--- src/rtl/hart_pkg.sv ---
// hart_pkg: constants and types shared by the heart-rate meter and the
// delta-stress comparator.
//   HART_W     width of the published heart-rate value
//   HART_MAX   saturation ceiling of hart
//   HIST_DEPTH number of windows averaged
//   BEATCNT_W  width of the per-window beat counter and history entries
package hart_pkg;
  localparam int HART_W     = 6;
  localparam int HART_MAX   = 63;
  localparam int HIST_DEPTH = 4;
  localparam int BEATCNT_W  = 8;
  localparam int SUM_W      = BEATCNT_W + $clog2(HIST_DEPTH);

  typedef struct packed {
    logic [HART_W-1:0] hart;
    logic              overflow;
    logic              lost;
  } hart_out_t;

  // Clamp a window average to the published range.
  function automatic logic [HART_W-1:0] sat_hart(input logic [BEATCNT_W-1:0] avg);
    return (avg > BEATCNT_W'(HART_MAX)) ? HART_W'(HART_MAX) : avg[HART_W-1:0];
  endfunction
endpackage

--- src/rtl/beat_edge_detect.sv ---
// beat_edge_detect: brings the asynchronous sensor pulse into the clk domain,
// detects its rising edge and applies a refractory hold-off so contact
// bounce and double peaks count as a single beat.
//   clk         system clock
//   resetSlower async active-high reset
//   beat        raw sensor pulse (asynchronous)
//   accepted    one-clk pulse per accepted beat, 3 clk after the beat rises
module beat_edge_detect
  import hart_pkg::*;
#(
  parameter int REFRACT_CYC = 200
) (
  input  logic clk,
  input  logic resetSlower,
  input  logic beat,
  output logic accepted
);
  localparam int RW = (REFRACT_CYC > 1) ? $clog2(REFRACT_CYC) : 1;

  logic          s1, s2, s3;
  logic [RW-1:0] refr_cnt;
  logic          rise, idle;

  assign rise = s2 & ~s3;
  assign idle = (refr_cnt == '0);

  always_ff @(posedge clk or posedge resetSlower) begin
    if (resetSlower) begin
      s1       <= 1'b0;
      s2       <= 1'b0;
      s3       <= 1'b0;
      accepted <= 1'b0;
      refr_cnt <= '0;
    end else begin
      s1       <= beat;
      s2       <= s1;
      s3       <= s2;
      accepted <= rise & idle;
      // Load on acceptance so the next edge needs REFRACT_CYC clocks of spacing.
      if (rise && idle)
        refr_cnt <= RW'(REFRACT_CYC - 1);
      else if (!idle)
        refr_cnt <= refr_cnt - 1'b1;
    end
  end
endmodule

--- src/rtl/hart_rate_meter.sv ---
// hart_rate_meter: counts accepted heartbeats per measurement window (a fixed
// number of slow_tick pulses), averages the last HIST_DEPTH windows and
// publishes a saturated rate with overflow and sensor-loss flags.
//   clk         system clock
//   resetSlower async active-high reset
//   slow_tick   one-clk time-base enable
//   beat        raw sensor pulse (asynchronous)
//   hart        averaged rate, saturated to HART_MAX, 0 while lost
//   hart_valid  one-clk pulse on the cycle after each window close
//   overflow    published hart was clamped
//   lost        LOSS_WINDOWS or more consecutive empty windows
module hart_rate_meter
  import hart_pkg::*;
#(
  parameter int REFRACT_CYC  = 200,
  parameter int WINDOW_TICKS = 15,
  parameter int LOSS_WINDOWS = 2
) (
  input  logic              clk,
  input  logic              resetSlower,
  input  logic              slow_tick,
  input  logic              beat,
  output logic [HART_W-1:0] hart,
  output logic              hart_valid,
  output logic              overflow,
  output logic              lost
);
  localparam logic [7:0] TICK_LAST = 8'(WINDOW_TICKS - 1);
  localparam logic [2:0] EMPTY_MAX = '1;

  logic                                  accepted;
  logic                                  close;
  logic [7:0]                            tick_cnt;
  logic [BEATCNT_W-1:0]                  beat_cnt;
  logic [HIST_DEPTH-1:0][BEATCNT_W-1:0]  hist, hist_nxt;
  logic [2:0]                            empty_cnt, empty_nxt;
  logic [SUM_W-1:0]                      sum;
  logic [BEATCNT_W-1:0]                  avg;
  hart_out_t                             res_nxt, res_q;

  beat_edge_detect #(.REFRACT_CYC(REFRACT_CYC)) u_edge (
    .clk         (clk),
    .resetSlower (resetSlower),
    .beat        (beat),
    .accepted    (accepted)
  );

  // The result is computed from the post-shift history so it can be
  // registered on the close edge and appear exactly one clk after close.
  always_comb begin
    close    = slow_tick && (tick_cnt == TICK_LAST);
    hist_nxt = {hist[HIST_DEPTH-2:0], beat_cnt};
    sum      = '0;
    for (int i = 0; i < HIST_DEPTH; i++)
      sum = sum + SUM_W'(hist_nxt[i]);
    avg = BEATCNT_W'(sum >> $clog2(HIST_DEPTH));

    if (beat_cnt != '0)
      empty_nxt = '0;
    else if (empty_cnt != EMPTY_MAX)
      empty_nxt = empty_cnt + 3'd1;
    else
      empty_nxt = empty_cnt;

    res_nxt.lost     = (empty_nxt >= 3'(LOSS_WINDOWS));
    res_nxt.overflow = !res_nxt.lost && (avg > BEATCNT_W'(HART_MAX));
    res_nxt.hart     = res_nxt.lost ? '0 : sat_hart(avg);
  end

  always_ff @(posedge clk or posedge resetSlower) begin
    if (resetSlower) begin
      tick_cnt   <= '0;
      beat_cnt   <= '0;
      hist       <= '0;
      empty_cnt  <= '0;
      res_q      <= '0;
      hart_valid <= 1'b0;
    end else begin
      hart_valid <= close;
      if (close)
        tick_cnt <= '0;
      else if (slow_tick)
        tick_cnt <= tick_cnt + 8'd1;

      if (close) begin
        // An edge landing on the close cycle opens the new window.
        beat_cnt  <= accepted ? BEATCNT_W'(1) : '0;
        hist      <= hist_nxt;
        empty_cnt <= empty_nxt;
        res_q     <= res_nxt;
      end else if (accepted && beat_cnt != '1) begin
        beat_cnt <= beat_cnt + 1'b1;
      end
    end
  end

  assign hart     = res_q.hart;
  assign overflow = res_q.overflow;
  assign lost     = res_q.lost;
endmodule

--- config.mk ---
export PLATFORM = sky130hd
export DESIGN_NAME = hart_rate_meter
export DESIGN_NICKNAME = d
export VERILOG_FILES = /design/src/rtl/hart_pkg.sv /design/src/rtl/beat_edge_detect.sv /design/src/rtl/hart_rate_meter.sv
export SDC_FILE = /design/constraint.sdc
export NUM_CORES = 1
export LEC_CHECK = 0
export BUFFER_PORTS_ARGS = -buffer_cell sky130_fd_sc_hd__buf_4
export CAP_MARGIN = 20
export CORE_MARGIN = 1.5
export CORE_UTILIZATION = 50
export CTS_CLUSTER_DIAMETER = 200
export DETAILED_ROUTE_END_ITERATION = 8
export PLACE_DENSITY = 0.75
export SYNTH_ARGS = -nofsm -noshare
export SYNTH_HDL_FRONTEND = slang
export SYNTH_HIERARCHICAL = 1
export SYNTH_SLANG_ARGS = --single-unit
--- constraint.sdc ---
create_clock -name clk -period 3.5 [get_ports clk]
set_clock_uncertainty 0.2 [all_clocks]
set_input_delay 0.7 -clock clk [delete_from_list [all_inputs] [get_ports clk]]
set_output_delay 0.7 -clock clk [all_outputs]
set_load 0.02 [all_outputs]
==> results.sh <==
export IMPL_cp_max_fo=7
export IMPL_synthTopCellsByCount="dfrtp_1 (64), inv_1 (52), o21ai_0 (38)"
export IMPL_cts_htree_levels=3
export IMPL_path_buf_inv=3
export IMPL_rsz0062_at_grt="yes"
export IMPL_yosysWarnings=6
export IMPL_drtIter0Drc=117
export IMPL_track_usage_pct=18.62
export IMPL_die_area_um2=7365
export IMPL_synth_enable_flop_cells=0
export IMPL_cpPeakStageDelay_ns=0.42
export IMPL_critical_path_class="reg2reg"
export IMPL_maxSlewViolCount=0
export IMPL_setup_viol=6
export IMPL_synthesis_area_um2=3430
export IMPL_finalHoldViolations=0
export IMPL_drtPass1Iterations=6
export IMPL_netlist_top_cell_by_area="dfrtp_1"
export IMPL_cp_cell_sequence="inv_1 -> fa_1 -> inv_1 -> fa_1 -> nand3b_1 -> inv_1 -> fa_2 -> a21oi_2 -> nand4_1 -> mux2_4 -> o311a_4 -> a221o_1"
export IMPL_routedWlPerCell_um=13.95
export IMPL_core_um2=6719
export IMPL_ys_seq_elements=64
export IMPL_final_nets=402
export IMPL_syn_nets=372
export IMPL_cp_slowest_cell="fa_1"
export IMPL_hold_slack_ns=0.1498
export IMPL_cts_buffer_depth=2
export IMPL_dp_slack_ns=0.03689
export IMPL_required_ns=3.53
export IMPL_syn_area_per_cell_um2=10.12
export IMPL_cts_tree="done"
export IMPL_dp_cells=434
export IMPL_synth_top_area_share_pct=46.70
export IMPL_worst_pin_slew_ns=0.6399
export IMPL_grt_overflow=0
export IMPL_drc=2
export IMPL_io_pins=13
export IMPL_hold_class="reg2reg"
export IMPL_grt_max_degree=53
export IMPL_cp_end_kind="flip-flop"
export IMPL_antenna_left=0
export IMPL_io_buffers=12
export IMPL_antenna_found_initial=0
export IMPL_syn_inst=339
export IMPL_synthFlopType="dfrtp_1"
export IMPL_die_w_um=85.82
export IMPL_fin_crit_sh_pct=100.8
export IMPL_drive_gt1_share_pct=16.35
export IMPL_clock_fmax_mhz=283.6
export IMPL_violations="DRC, setup timing"
export IMPL_fill_cells=557
export IMPL_gp_congestion=0.8265
export IMPL_start_util_pct=51.04
export IMPL_layout_setup_ws_ns=-0.02670
export IMPL_synthTopCellsByArea="dfrtp_1 (47%), fa_1 (9.3%), inv_1 (5.7%)"
export IMPL_syn2layout_area_growth_pct=14.67
export IMPL_async_reset_ff_share_pct=100.0
export IMPL_slew_headroom_pct=57.34
export IMPL_clkSinkCount=64
export IMPL_holdBufCountCts=0
export IMPL_status="complete, but fails checks"
export IMPL_yosysMostFrequentCell="dfrtp_1"
export IMPL_vias=2398
export IMPL_num_rows=30
export IMPL_cp_top_family="adder cells"
export IMPL_die_h_um=85.82
export IMPL_grt_pass1_wl_um=10540
export IMPL_num_antenna_cells=0
export IMPL_grt_pass1_vias=2444
export IMPL_cp_start_kind="flip-flop"
export IMPL_clk_insertion_delay_late_ns=0.35
export IMPL_fin_crit_ns=3.527
export IMPL_yosysSeqAreaShare_pct=46.70
export IMPL_drt_wl_total_um=6321
export IMPL_worstPathArrival_ns=3.56
export IMPL_cts_buffers=9
export IMPL_path_clk_slew_ns=0.06
export IMPL_worst_path_most_repeated_cell="inv_1"
export IMPL_hpwl_um=4293
export IMPL_stdcell_count=453
export IMPL_ys_types=47
export IMPL_setup_tns_ns=-0.1063
export IMPL_clockRootBuffer="clkbuf_8"
export IMPL_via_per_inst=5.294
export IMPL_cap_violations=0
[metrics by stage]
step,util (%),instance area (um^2)
after global placement,54.62,3670
final,58.53,3933
after floorplan,-,3430
after detailed placement,54.62,3670
after CTS,58.04,3900
after global routing,58.53,3933
[final timing paths]
check	startpoint	end	slack, ns	depth (start not counted)
min reg2reg	u_edge/s1	u_edge/s2	0.15	0
max in group asynchronous	resetSlower	hist[10]	2.35	3
max reg2reg	beat_cnt[0]	hart[1]	-0.03	12
min	u_edge/s1	u_edge/s2	0.15	0
min in group asynchronous	resetSlower	u_edge/refr_cnt[7]	0.17	2
max	beat_cnt[0]	hart[1]	-0.03	12
[cell usage in the layout (no fill, tap or decap), types with 3 or more instances in the layout]
cell	synthesis	routed
a21oi_1	11	10
a221o_1	6	6
buf_4	0	28
clkbuf_8	0	11
dfrtp_1	64	64
fa_1	16	15
ha_1	13	12
inv_1	52	49
inv_2	1	4
mux2_2	3	3
nand2_1	35	35
nand3_1	8	8
nand4_1	5	5
nor2_1	19	19
nor3_1	6	6
o21ai_0	38	38
or3_1	4	4
xnor2_1	9	9
xor2_1	7	7
[layout make-up]
type / instances / area, um^2 / area share, %
Multi-Input combinational cell: 213 / 1602 / 40.73
Clock buffer: 12 / 155.1 / 3.945
Timing Repair Buffer: 28 / 210.2 / 5.345
Tap cell: 80 / 100.1 / 2.545
Clock inverter: 3 / 65.06 / 1.654
Inverter: 53 / 198.9 / 5.059
Sequential cell: 64 / 1602 / 40.73
[state kept, by name, summed over array words and instances, names as in the netlist]
name	cells
hist	24
beat_cnt	8
tick_cnt	8
u_edge/refr_cnt	8
hart	6
empty_cnt	3
hart_valid	1
lost	1
overflow	1
u_edge/accepted	1
u_edge/s1	1
u_edge/s2	1
u_edge/s3	1
[logic make-up after synthesis]
family	synth area share (%)
AND/OR/NAND/NOR	13.72
AO/OA/AOI/OAI	12.73
flip-flops	46.70
buffers and inverters	6.968
adder cells (fa/ha/maj)	14.08
XOR/XNOR	4.086
multiplexers	1.715
[per-layer routing]
| metal | track usage, % | vias up | part of all wire (%) |
|---|---|---|---|
| li1 | - | 1180 | - |
| met1 | 22.91 | 1175 | 46 |
| met2 | 30.49 | 34 | 50 |
| met3 | 4.235 | 9 | 3.1 |
| met4 | 10.26 | 0 | 1.7 |
| met5 | 0 | - | 0 |
[timing repair]
| action | 4_1_cts | 5_1_grt |
|---|---|---|
| gates cloned | 0 | 0 |
| buffers inserted | 0 | 4 |
| gates resized for setup | 3 | 3 |
| setup endpoints to repair | 6 | 7 |
| pin swaps | 0 | 1 |
[worst register-to-register path, cell delays in order (launching register included)]
cell      delay [ns]
dfrtp_1         0.40
inv_1           0.13
fa_1            0.43
inv_1           0.10
fa_1            0.42
nand3b_1        0.12
inv_1           0.06
fa_2            0.36
a21oi_2         0.17
nand4_1         0.12
mux2_4          0.28
o311a_4         0.35
a221o_1         0.27
Power is not shown: default switching activity piles up to over one toggle a cycle in this logic, so the estimate is an artifact.
